--- src/rtl/uart_tx_arbiter_if.sv ---
// Handshake bundle between the byte producers, the round-robin arbiter and uart_tx.
// The slave modport is the arbiter's view; the master modport is the environment's view.
interface uart_tx_arbiter_if #(
    parameter int N_DATA = 8,
    parameter int N_REQ  = 3
);
    logic [N_REQ-1:0]        i_req;
    logic [N_REQ*N_DATA-1:0] i_req_data;
    logic [N_REQ-1:0]        o_ack;
    logic [N_REQ-1:0]        o_grant;
    logic [N_DATA-1:0]       o_tx_data;
    logic                    o_tx_start;
    logic                    i_tx_done;
    logic                    o_busy;
    logic                    o_tmo_err;

    modport slave (
        input  i_req, i_req_data, i_tx_done,
        output o_ack, o_grant, o_tx_data, o_tx_start, o_busy, o_tmo_err
    );

    modport master (
        output i_req, i_req_data, i_tx_done,
        input  o_ack, o_grant, o_tx_data, o_tx_start, o_busy, o_tmo_err
    );
endinterface

--- src/rtl/uart_tx_arbiter.sv ---
// Round-robin arbiter sharing one uart_tx among N_REQ byte producers,
// with a watchdog that frees the channel if the transmitter never reports done.
module uart_tx_arbiter #(
    parameter int N_DATA = 8,
    parameter int N_REQ  = 3,
    parameter int NB_TMO = 18
) (
    input  logic                i_clk,
    input  logic                i_rst,
    uart_tx_arbiter_if.slave    bus
);
    localparam int                PTR_W    = (N_REQ > 1) ? $clog2(N_REQ) : 1;
    localparam logic [PTR_W:0]    N_REQ_X  = (PTR_W+1)'(N_REQ);
    localparam logic [PTR_W-1:0]  LAST_IDX = PTR_W'(N_REQ - 1);
    localparam logic [NB_TMO-1:0] WD_MAX   = {NB_TMO{1'b1}};

    typedef enum logic [1:0] {
        ST_IDLE  = 2'b00,
        ST_START = 2'b01,
        ST_WAIT  = 2'b10
    } state_e;

    state_e             state_r, state_s;
    logic [PTR_W-1:0]   rr_ptr_r, rr_ptr_s;
    logic [NB_TMO-1:0]  wd_r, wd_s;
    logic [N_DATA-1:0]  tx_data_r, tx_data_s;
    logic               tx_start_r, tx_start_s;
    logic [N_REQ-1:0]   ack_r, ack_s;
    logic [N_REQ-1:0]   grant_r, grant_s;
    logic               busy_r, busy_s;
    logic               tmo_err_r, tmo_err_s;

    logic               win_valid_s;
    logic [PTR_W-1:0]   win_idx_s;
    logic [N_DATA-1:0]  win_data_s;
    logic [N_REQ-1:0]   win_oh_s;
    logic [PTR_W:0]     cand_s;
    logic [PTR_W-1:0]   cand_idx_s;
    logic               hit_s;
    logic               wd_term_s;

    // Rotating priority search starting at rr_ptr; first asserted request wins.
    always_comb begin
        win_valid_s = 1'b0;
        win_idx_s   = '0;
        win_data_s  = '0;
        cand_s      = '0;
        cand_idx_s  = '0;
        hit_s       = 1'b0;
        for (int i = 0; i < N_REQ; i++) begin
            cand_s      = {1'b0, rr_ptr_r} + (PTR_W+1)'(i);
            cand_s      = (cand_s >= N_REQ_X) ? (cand_s - N_REQ_X) : cand_s;
            cand_idx_s  = cand_s[PTR_W-1:0];
            hit_s       = bus.i_req[cand_idx_s] & ~win_valid_s;
            win_idx_s   = hit_s ? cand_idx_s : win_idx_s;
            win_data_s  = hit_s ? bus.i_req_data[int'(cand_idx_s)*N_DATA +: N_DATA] : win_data_s;
            win_valid_s = win_valid_s | hit_s;
        end
        win_oh_s = N_REQ'(1'b1) << win_idx_s;
    end

    assign wd_term_s = (wd_r == WD_MAX);

    // Next-state logic; a done pulse takes priority over the watchdog terminal count.
    always_comb begin
        state_s = state_r;
        case (state_r)
            ST_IDLE:  state_s = win_valid_s ? ST_START : ST_IDLE;
            ST_START: state_s = ST_WAIT;
            ST_WAIT: begin
                if (bus.i_tx_done) begin
                    state_s = ST_IDLE;
                end else if (wd_term_s) begin
                    state_s = ST_IDLE;
                end else begin
                    state_s = ST_WAIT;
                end
            end
            default:  state_s = ST_IDLE;
        endcase
    end

    // Next values of the registered outputs, pointer and watchdog.
    always_comb begin
        rr_ptr_s   = rr_ptr_r;
        wd_s       = wd_r;
        tx_data_s  = tx_data_r;
        tx_start_s = 1'b0;
        ack_s      = '0;
        grant_s    = grant_r;
        busy_s     = (state_s != ST_IDLE);
        tmo_err_s  = tmo_err_r;
        case (state_r)
            ST_IDLE: begin
                if (win_valid_s) begin
                    tx_data_s  = win_data_s;
                    tx_start_s = 1'b1;
                    ack_s      = win_oh_s;
                    grant_s    = win_oh_s;
                    rr_ptr_s   = (win_idx_s == LAST_IDX) ? '0 : (win_idx_s + PTR_W'(1'b1));
                end else begin
                    grant_s    = '0;
                end
            end
            ST_START: wd_s = '0;
            ST_WAIT: begin
                if (bus.i_tx_done) begin
                    grant_s   = '0;
                end else if (wd_term_s) begin
                    grant_s   = '0;
                    tmo_err_s = 1'b1;
                end else begin
                    wd_s      = wd_r + NB_TMO'(1'b1);
                end
            end
            default: grant_s = '0;
        endcase
    end

    // State, pointer, watchdog and output registers with synchronous reset.
    always_ff @(posedge i_clk) begin
        if (i_rst) begin
            state_r    <= ST_IDLE;
            rr_ptr_r   <= '0;
            wd_r       <= '0;
            tx_data_r  <= '0;
            tx_start_r <= 1'b0;
            ack_r      <= '0;
            grant_r    <= '0;
            busy_r     <= 1'b0;
            tmo_err_r  <= 1'b0;
        end else begin
            state_r    <= state_s;
            rr_ptr_r   <= rr_ptr_s;
            wd_r       <= wd_s;
            tx_data_r  <= tx_data_s;
            tx_start_r <= tx_start_s;
            ack_r      <= ack_s;
            grant_r    <= grant_s;
            busy_r     <= busy_s;
            tmo_err_r  <= tmo_err_s;
        end
    end

    assign bus.o_tx_data  = tx_data_r;
    assign bus.o_tx_start = tx_start_r;
    assign bus.o_ack      = ack_r;
    assign bus.o_grant    = grant_r;
    assign bus.o_busy     = busy_r;
    assign bus.o_tmo_err  = tmo_err_r;
endmodule
--- src/flat_wrapper.sv ---
// flat-port wrapper written by rule: the top's interface ports become plain ports
module uart_tx_arbiter_flat 
#(
    parameter int N_DATA = 8,
    parameter int N_REQ  = 3,
    parameter int NB_TMO = 18
)
  (i_clk, i_rst, bus_i_req, bus_i_req_data, bus_i_tx_done, bus_o_ack, bus_o_grant, bus_o_tx_data, bus_o_tx_start, bus_o_busy, bus_o_tmo_err);
  uart_tx_arbiter_if #(.N_DATA(N_DATA), .N_REQ(N_REQ)) bus_i ();
  input  logic i_clk;
  input  logic i_rst;
  input wire logic [$bits(bus_i.i_req)-1:0] bus_i_req;
  input wire logic [$bits(bus_i.i_req_data)-1:0] bus_i_req_data;
  input wire logic [$bits(bus_i.i_tx_done)-1:0] bus_i_tx_done;
  output wire logic [$bits(bus_i.o_ack)-1:0] bus_o_ack;
  output wire logic [$bits(bus_i.o_grant)-1:0] bus_o_grant;
  output wire logic [$bits(bus_i.o_tx_data)-1:0] bus_o_tx_data;
  output wire logic [$bits(bus_i.o_tx_start)-1:0] bus_o_tx_start;
  output wire logic [$bits(bus_i.o_busy)-1:0] bus_o_busy;
  output wire logic [$bits(bus_i.o_tmo_err)-1:0] bus_o_tmo_err;
  assign bus_i.i_req = bus_i_req;
  assign bus_i.i_req_data = bus_i_req_data;
  assign bus_i.i_tx_done = bus_i_tx_done;
  assign bus_o_ack = bus_i.o_ack;
  assign bus_o_grant = bus_i.o_grant;
  assign bus_o_tx_data = bus_i.o_tx_data;
  assign bus_o_tx_start = bus_i.o_tx_start;
  assign bus_o_busy = bus_i.o_busy;
  assign bus_o_tmo_err = bus_i.o_tmo_err;
  uart_tx_arbiter #(.N_DATA(N_DATA), .N_REQ(N_REQ), .NB_TMO(NB_TMO)) u_core (.i_clk(i_clk), .i_rst(i_rst), .bus(bus_i));
endmodule
--- config.mk ---
export PLATFORM = sky130hd
export DESIGN_NAME = uart_tx_arbiter_flat
export DESIGN_NICKNAME = d
export VERILOG_FILES = /design/src/rtl/uart_tx_arbiter_if.sv /design/src/rtl/uart_tx_arbiter.sv /design/src/flat_wrapper.sv
export SDC_FILE = /design/constraint.sdc
export NUM_CORES = 1
export LEC_CHECK = 0
export CORE_MARGIN = 2
export CORE_UTILIZATION = 59
export CTS_BUF_LIST = sky130_fd_sc_hd__clkbuf_4 sky130_fd_sc_hd__clkbuf_8
export DETAILED_ROUTE_END_ITERATION = 12
export GPL_TIMING_DRIVEN = 0
export PLACE_DENSITY = 0.89
export SLEW_MARGIN = 5
export SYNTH_ARGS = -nofsm -noshare
export SYNTH_HDL_FRONTEND = slang
export SYNTH_SLANG_ARGS = --single-unit
--- constraint.sdc ---
create_clock -name i_clk -period 4.7 [get_ports i_clk]
set_input_delay 0.705 -clock i_clk [delete_from_list [all_inputs] [get_ports i_clk]]
set_output_delay 0.705 -clock i_clk [all_outputs]
set_load 0.02 [all_outputs]
* After elaboration in Yosys (flattened, before gate mapping)
Cells that the tools add are included.
** Cells by class
- Add/sub/neg operators :: 7
- Magnitude comparators :: 6
- Equality and inequality tests :: 7
- Shift-type cells :: 4
- Multiplexer cells :: 28
- Bitwise logic cells :: 9
- Reductions and logical operators :: 8
** Operator list (count)
- indexed part select 24 x 6 -> 8 bit :: 3
- two-way mux 18 bit :: 2
- case mux 18 bit (2 select lines) :: 1
- two-way mux 8 bit :: 3
- adder 18 x 1 -> 18 bit, second input constant :: 1
- == test 18 bit, second input constant :: 1
- two-way mux 2 bit :: 9
- < comparator 2 x 3 -> 1 bit, second input constant :: 3
- two-way mux 3 bit :: 3
- case mux 3 bit (3 select lines) :: 1
- binary-select mux 1 bit (select 2 bit) :: 3
- >= comparator 3 x 2 -> 1 bit, second input constant :: 2
- case mux 2 bit (3 select lines) :: 1
- AND reduction 3 bit :: 2
- subtractor 2 bit, second input constant :: 3
- two-way mux 1 bit :: 5
- NOT 1 bit :: 5
- == test 2 bit, second input constant :: 2
- != test 2 bit, second input constant :: 2
- AND reduction 2 bit :: 2
- nonzero test 2 bit :: 2
- adder 2 x 1 -> 3 bit, second input constant :: 1
- adder 2 x 2 -> 3 bit, second input constant :: 1
- != test 3 x 2 -> 1 bit, second input constant :: 1
- other kinds (8) :: 10
** Word-level totals
- Bits in registers :: 39
- Input bits :: 30
- Output and inout bits :: 17

* Logic depth before layout (Yosys ltp)
Gate-level depths: netlist of the first run.
- Depth after elaboration :: 13
- Depth in mapped cells :: 10
- Depth with buffers taken out :: 7

* Worst setup path before layout of the first run
OpenSTA, ideal clock, no wires.
- Path type :: input -> register
- Start :: in bus_i_tx_done
- End :: reg u_core.wd_r[17]
- Arrival :: 2.022 ns
- Required time :: 4.572 ns
- Setup slack :: 2.550 ns
- Stages on the path :: 5
- Cell sequence :: nor3b_2 > o2111ai_1 > or4b_1 > xor2_1 > nor2_1
** On the way
- Cells in the longest elaborated chain, start to end :: 2
** Ends and longest elaborated chain
- start, declared :: line flat_wrapper.sv:14 : input wire logic [$bits(bus_i.i_tx_done)-1:0] bus_i_tx_done;
- != test 2 bit (no source line)
- AND reduction 3 bit (no source line)
- end signal, assigned :: line uart_tx_arbiter.sv:135 : wd_r <= wd_s;
- end, declared :: line uart_tx_arbiter.sv:25 : logic [NB_TMO-1:0] wd_r, wd_s;
No other way between the ends.
A chain may end at the register's enable or synchronous reset.

* Worst setup path after layout of the first run
- Start :: in bus_i_req[1]
- End :: reg u_core.tx_data_r[5], in the netlist u_core.bus.o_tx_data[5]
** On the way
- Cells in the longest elaborated chain, start to end :: 9
- Elaborated cells on any way between the ends :: 16
** Ends and longest elaborated chain
- start, declared :: line flat_wrapper.sv:12 : input wire logic [$bits(bus_i.i_req)-1:0] bus_i_req;
- binary-select mux 1 bit (select 2 bit) :: line uart_tx_arbiter.sv:54 : hit_s = bus.i_req[cand_idx_s] & ~win_valid_s;
- two-way mux 1 bit (implied by the code) :: line uart_tx_arbiter.sv:54
- NOT 1 bit :: line uart_tx_arbiter.sv:54
- bitwise AND 1 bit :: line uart_tx_arbiter.sv:54
- OR 1 bit :: line uart_tx_arbiter.sv:57 : win_valid_s = win_valid_s | hit_s;
- NOT 1 bit :: line uart_tx_arbiter.sv:54
- bitwise AND 1 bit :: line uart_tx_arbiter.sv:54
- OR 1 bit :: line uart_tx_arbiter.sv:57
- AND reduction 2 bit (no source line)
- end signal, assigned :: line uart_tx_arbiter.sv:136 : tx_data_r <= tx_data_s;
- end, declared :: line uart_tx_arbiter.sv:26 : logic [N_DATA-1:0] tx_data_r, tx_data_s;
Parallel ways exist; a longest one is shown, timed or not. The select of a mux whose other input is x is not followed.

==> impl_metrics.toml, run 1 <==
[setup_path]
r2r-start = "u_core.rr_ptr_r[1]"
reg2reg_setup_slack_ns = 2.04
cp_slowest_cell = "nor4_4"
critPathMaxStageDelay_ns = 0.58
arrival_ns = 2.95
worstSetupStartpointType = "primary input"
crit_path_end = "u_core.bus.o_tx_data[5]"
crit_chain = "clkdlybuf4s50_1 -> mux2i_1 -> mux2i_1 -> nor4_4 -> a22oi_1 -> a311oi_1"
r2r-end = "u_core.bus.o_tx_data[5]"
worstPathRequired_ns = 4.88
crit_path_end_kind = "flop"
path_buf_inv = 1
reg2regPathDepth = 8
cp_common_cell = "mux2i_1"
crit_family = "multiplexers"
worstSetupPathType = "in2reg"
startpoint = "bus_i_req[1]"
cp.depth = 6
critical_path_peak_fanout = 8

[synth]
ys_ff_latch = 39
synth.distinct_cells = 57
yosys.area.top_type = "dfxtp_1"
ys_seq_area_frac = 0.306
synth-edff-count = 0
netlist_area_mm2 = 0.00255
async_flop_share = 0
synth_top_flop_cell = "dfxtp_1"
yosysWarnings = 0
ys_top_cells_by_area = "dfxtp_1, mux2i_1, nor2_1"
syn-instance-count = 303
synth.avg_cell_area_um2 = 8.43
synthesis.nets = 338
netlist.area_leader.share = 0.306

[power_and_ir_drop]
powerDensity_mw_per_mm2 = 506
p_total_mw = 1.61
total_leakage_power_nw = 1.10
ir_drop_mv = 0.313

[route]
wl_met2_mm = 3.26
dr_wl_met3_um = 512
ant_nets = 0
wl_per_cell_um = 17.2
num_vias = 2605
dr.pass1.iters = 6
drt_iter0_drc = 253
totalWireLength_mm = 6.98
dr.max_layer_used = "met4"
via_per_inst = 6.42
wl_met1_mm = 3.04
drc = 0

[sta]
max-slew-margin-rel = 0.354
rsz0062_at_grt = "false"
fin_crit_ns = 2.77
hold_viol = 0
timing.final.crit_share = 0.589
tns_ns = 0
postLayoutSetupSlackWorst_ns = 1.93
fmax_mhz = 361
fin_worst_skew_ns = 0.00456
slew_viol_final = 0
worst_pin_slew_ns = 0.956
setup_viol = 0

[finish]
syn_to_final_growth_pct = 24.5
seqCellArea_um2 = 781
layout.nets = 390
layout_common_cells = "clkdlybuf4s50_1, dfxtp_1, nor2_1"
layout-drive-gt1-share = 0.107
multi_input_area_mm2 = 0.00163
fill_cells = 302
antenna_cells = 0
final_common_cell = "clkdlybuf4s50_1"

[clock_network]
numCtsBuffers = 5
cts_setup_buffers = 0
path_clk_slew_ns = 0.08
cts.sinks = 39
clk_path_buf_depth = 2
ctsResizeCount = 0
clock_latency_ns = 0.29
cts_tree = "yes"
clock-root-buffer = "clkbuf_8"
htreeDepth = 2
hold_buffers = 0

[global_routing]
grt.overflow.total = 0
grt_pass1_vias = 2409
antenna_found_initial = 0
grt_pass1_wl_mm = 11.2
grt_max_degree = 14
globalRouteTotalUtil = 0.282

[placed_design]
place_worst_setup_slack_ns = 1.75
place_hpwl_mm = 4.81
numPortBuffers = 45
place.gp.congestion = 0.869

[die]
start_util = 0.625
std_cell_rows = 23
num_io_pins = 47
die_w_um = 69.8
core_area_mm2 = 0.00409
die_height_um = 69.8
die_area_mm2 = 0.00487

[worst_hold_path]
hp-class = "reg2reg"
min_from = "u_core.bus.o_grant[0]"

[job]
maxCapViolCount = 0

[run_status]
status = "completed"
-- cell usage after synthesis (all sizes together), types with 3 or more instances --
library cell / count
nor2: 34
nand4: 4
nand2b: 5
nand2: 25
nand3: 12
a22oi: 8
xor2: 5
clkbuf: 8
o21ai: 14
buf: 12
mux2: 9
nor2b: 4
dfxtp: 39
a311oi: 9
a211oi: 6
and4: 4
nor4: 3
inv: 8
xnor2: 10
ha: 5
o311ai: 3
a21oi: 12
mux2i: 20
o211ai: 14
-- registers in the layout, summed over array words and instances, names as in the netlist --
signal	cells
u_core.bus.o_ack	3
u_core.bus.o_tx_data	8
u_core.bus.o_busy	1
u_core.bus.o_grant	3
u_core.rr_ptr_r	2
u_core.wd_r	18
u_core.bus.o_tx_start	1
u_core.bus.o_tmo_err	1
u_core.state_r	2
-- report_power, final --
group	switching [mW]	leakage, nW	internal, mW	total, mW
Sequential	0.0379	0.318	0.395	0.433
Combinational	0.528	0.720	0.370	0.898
Clock	0.122	0.0581	0.158	0.280
Total	0.687	1.10	0.923	1.61
-- cells by family after synthesis --
family,after synthesis,share of synthesized area
xor gates and xnor gates,15,0.0514
DFF,39,0.306
muxes,29,0.118
and+or+nand+nor,104,0.209
buffers and inverters,28,0.0563
AOI/OAI and AO/OA,83,0.236
adders and majority gates,5,0.0245
-- worst register-to-register path: cells and delay by family (launching register included) --
family                     cells  cell delay (ns)
and+or+nand+nor                1             0.48
adders and majority gates      1             0.20
DFF                            1             0.36
AOI/OAI and AO/OA              3             0.81
buffers and inverters          2             0.33
muxes                          1             0.39
-- per-stage QoR --
step	hold WS (ns)	std cells	cell area [um^2]	util
4_1_cts	0.448	406	3180	0.778
6_report	0.448	406	3180	0.778
5_1_grt	0.472	406	3180	0.778
2_1_floorplan	0.432	303	2550	-
3_5_place_dp	0.436	398	3070	0.751
3_3_place_gp	0.435	398	3070	0.751
-- worst min path at each step --
stage / cells after the start / endpoint / slack, ns
2_1_floorplan: 1 / u_core.wd_r[11] / 0.43
3_3_place_gp: 2 / u_core.bus.o_grant[0] / 0.44
3_5_place_dp: 2 / u_core.bus.o_grant[0] / 0.44
4_1_cts: 2 / u_core.bus.o_grant[0] / 0.45
5_1_grt: 2 / u_core.bus.o_grant[0] / 0.47
6_report: 2 / u_core.bus.o_grant[0] / 0.45
-- per-layer routing --
metal,GRT usage,up-vias
li1,-,1232
met1,0.373,1212
met2,0.468,137
met3,0.0596,24
met4,0.0748,0
met5,0,-
-- area by class of cell --
| cell class | instances | share of cell area |
|---|---|---|
| buffer | 20 | 0.0358 |
| tap | 50 | 0.0197 |
| clock buffer | 5 | 0.0216 |
| clock inverter | 3 | 0.0138 |
| timing repair buffer | 45 | 0.142 |
| inverter | 8 | 0.00944 |
| sequential | 39 | 0.245 |
| multi-input combinational | 236 | 0.513 |
Power figures use the tool's default switching activity.
==> inputs of run 2 (changes only) <==
--- a/config.mk
+++ b/config.mk
@@ -6,11 +6,11 @@
 export NUM_CORES = 1
 export LEC_CHECK = 0
 export CORE_MARGIN = 2
-export CORE_UTILIZATION = 59
+export CORE_UTILIZATION = 49
 export CTS_BUF_LIST = sky130_fd_sc_hd__clkbuf_4 sky130_fd_sc_hd__clkbuf_8
 export DETAILED_ROUTE_END_ITERATION = 12
 export GPL_TIMING_DRIVEN = 0
-export PLACE_DENSITY = 0.89
+export PLACE_DENSITY = 0.78
 export SLEW_MARGIN = 5
 export SYNTH_ARGS = -nofsm -noshare
 export SYNTH_HDL_FRONTEND = slang
==> constraint.sdc (replaced) <==
create_clock -name i_clk -period 2.5 [get_ports i_clk]
set_input_delay 0.375 -clock i_clk [delete_from_list [all_inputs] [get_ports i_clk]]
set_output_delay 0.375 -clock i_clk [all_outputs]
set_load 0.02 [all_outputs]
==> run 2 against run 1 <==
Compared with the run above:
- first-iteration DRC count down 35%
- final cell count grew 5.2%
- clock skew rose by 0.0029 ns
- hold slack got worse by 0.12 ns
- sequential share of layout area is 0.70 points lower
- clock-buffer cell count up 1
- design area increased by 3.0%
- clock power is 93% higher
- global-route usage is 4.2 points lower
- sequential cell count unchanged
- combinational power grew 95%
- largest cell class unchanged
- largest power group unchanged
==> impl_metrics.toml, run 2 (synthesized netlist as in run 1, its figures left out) <==
[run_status]
status = "completed"

[sta]
fin_worst_skew_ns = 0.00750
fin_crit_ns = 2.39
fmax_mhz = 418
worst_pin_slew_ns = 0.998
timing.final.crit_share = 0.956
setup_viol = 0
hold_viol = 0
max-slew-margin-rel = 0.325
slew_viol_final = 0
tns_ns = 0

[clock_network]
htreeDepth = 2
hold_buffers = 0
clock-root-buffer = "clkbuf_8"
cts_tree = "yes"
clk_path_buf_depth = 2
numCtsBuffers = 5
clock_latency_ns = 0.29
cts.sinks = 39
path_clk_slew_ns = 0.08

[route]
totalWireLength_mm = 6.70
drc = 0
via_per_inst = 5.90
drt_iter0_drc = 164
ant_nets = 0
dr.pass1.iters = 4
wl_per_cell_um = 15.7
num_vias = 2518

[finish]
fill_cells = 459
largest_register_ffs = 18
multi_input_area_mm2 = 0.00167
regMostFlops = "u_core.wd_r"
layout_common_cells = "clkdlybuf4s50_1, dfxtp_1, nor2_1"
layout.nets = 391
layout-drive-gt1-share = 0.115
syn_to_final_growth_pct = 28.2
final_common_cell = "clkdlybuf4s50_1"
antenna_cells = 0
layout.cells.non_filler = 427
seqCellArea_um2 = 781

[global_routing]
antenna_found_initial = 0
grt_max_degree = 13
globalRouteTotalUtil = 0.240
grt.overflow.total = 0
grt_pass1_wl_mm = 11.5
grt_pass1_vias = 2444

[job]
maxCapViolCount = 0

[setup_path]
r2r-start = "u_core.rr_ptr_r[1]"
startpoint = "bus_i_req[1]"
crit_path_end = "u_core.rr_ptr_r[0]"
cp_slowest_cell = "clkdlybuf4s50_1"
reg2regPathDepth = 8
critical_path_peak_fanout = 10
crit_chain = "clkdlybuf4s50_1 -> mux2i_1 -> mux2_2 -> buf_6 -> a31o_1 -> or4_4 -> o32ai_1"
worstSetupPathType = "in2reg"
reg2reg_setup_slack_ns = 0.13
crit_path_end_kind = "flop"
critPathMaxStageDelay_ns = 0.66
worstSetupStartpointType = "primary input"
arrival_ns = 2.59
r2r-end = "u_core.bus.o_grant[1]"
worstPathRequired_ns = 2.70

[power_and_ir_drop]
switching_share = 0.413
powerDensity_mw_per_mm2 = 946
ir_drop_mv = 0.496
p_int_mw = 1.82
p_seq_frac = 0.261
p_sw_mw = 1.28
clkPwrFrac = 0.175
total_leakage_power_nw = 1.12
comb_power_share = 0.565

[placed_design]
numPortBuffers = 45
place.gp.congestion = 0.874
place_hpwl_mm = 4.86
dp_cells = 418

[die]
die_height_um = 76.2
start_util = 0.503
std_cell_rows = 26
die_w_um = 76.2
die_area_mm2 = 0.00581
num_io_pins = 47
core_area_mm2 = 0.00507

[worst_hold_path]
hp-class = "in2reg"
## run 2: cell types whose count changed in the layout (fill, tap and decap cells not counted), sizes merged
cell | previous run | this run
buf | 12 | 13
clkbuf | 13 | 14
clkinv | 2 | 1
## run 2: area by class of cell
class / count / area share
plain buffers: 19 / 0.0363
clock buffers: 6 / 0.0252
clock inverters: 2 / 0.0107
inverters: 8 / 0.00917
multi-input cells: 236 / 0.511
flip-flops and latches: 39 / 0.238
well taps: 70 / 0.0267
repair buffers: 47 / 0.142
## run 2: per-layer routing
metal | share of wire | global-route usage | vias to the layer above | routed length [um]
met5 | 0 | 0 | - | 0
met4 | 0.016 | 0.102 | 0 | 106
met3 | 0.060 | 0.0391 | 13 | 400
met2 | 0.47 | 0.403 | 100 | 3160
met1 | 0.45 | 0.306 | 1173 | 3030
li1 | - | - | 1232 | -
## run 2: power groups by stage
stage / Combinational, mW / Clock, mW / Sequential (mW)
4_1_cts: 1.67 / 0.550 / 0.807
3_5_place_dp: 1.64 / 0 / 0.819
3_3_place_gp: 1.61 / 0 / 0.818
6_report: 1.75 / 0.541 / 0.807
5_1_grt: 1.89 / 0.584 / 0.824
2_1_floorplan: 1.02 / 0 / 0.926
## run 2: how the worst min path moves through the flow
stage / from / to / slack [ns] / cells past startpoint
final: i_rst / u_core.bus.o_tx_data[6] / 0.33 / 2
after CTS: i_rst / u_core.bus.o_tx_data[6] / 0.32 / 2
after global routing: i_rst / u_core.bus.o_tx_data[6] / 0.34 / 2
after floorplan: u_core.wd_r[11] / u_core.wd_r[11] / 0.43 / 1
after global placement: u_core.bus.o_grant[1] / u_core.bus.o_grant[1] / 0.44 / 2
after detailed placement: u_core.bus.o_grant[1] / u_core.bus.o_grant[1] / 0.45 / 2
## run 2: timing repair
item,CTS,global route
setup buffers,1,1
gates resized for setup,2,7
pin swaps,1,2
endpoints found under the setup margin,11,14
## run 2: worst max-delay path, delay by kind of cell
family | cells | cell delay (ns)
multiplexers | 2 | 0.56
AO/OA/AOI/OAI | 2 | 0.32
AND/OR/NAND/NOR | 1 | 0.53
buffers and inverters | 2 | 0.81
## run 2: per-stage QoR
| step | util | total power, mW | setup slack, ns | hold slack (ns) | instance area (um^2) |
|---|---|---|---|---|---|
| final | 0.645 | 3.10 | 0.110 | 0.326 | 3270 |
| after global routing | 0.645 | 3.30 | -0.00980 | 0.335 | 3270 |
| after CTS | 0.636 | 3.02 | 0.0505 | 0.324 | 3230 |
| after detailed placement | 0.609 | 2.46 | -0.160 | 0.446 | 3090 |
| after global placement | 0.609 | 2.42 | -0.0986 | 0.439 | 3090 |
| after floorplan | - | 1.95 | 0.396 | 0.432 | 2550 |
==> inputs of run 3 (changes only) <==
--- a/config.mk
+++ b/config.mk
@@ -8,6 +8,7 @@
 export CORE_MARGIN = 2
 export CORE_UTILIZATION = 49
 export CTS_BUF_LIST = sky130_fd_sc_hd__clkbuf_4 sky130_fd_sc_hd__clkbuf_8
+export CTS_CLUSTER_DIAMETER = 80
 export DETAILED_ROUTE_END_ITERATION = 12
 export GPL_TIMING_DRIVEN = 0
 export PLACE_DENSITY = 0.78
==> results of run 3 <==
Final layout, timing and power as in run 2 (identical DEF).
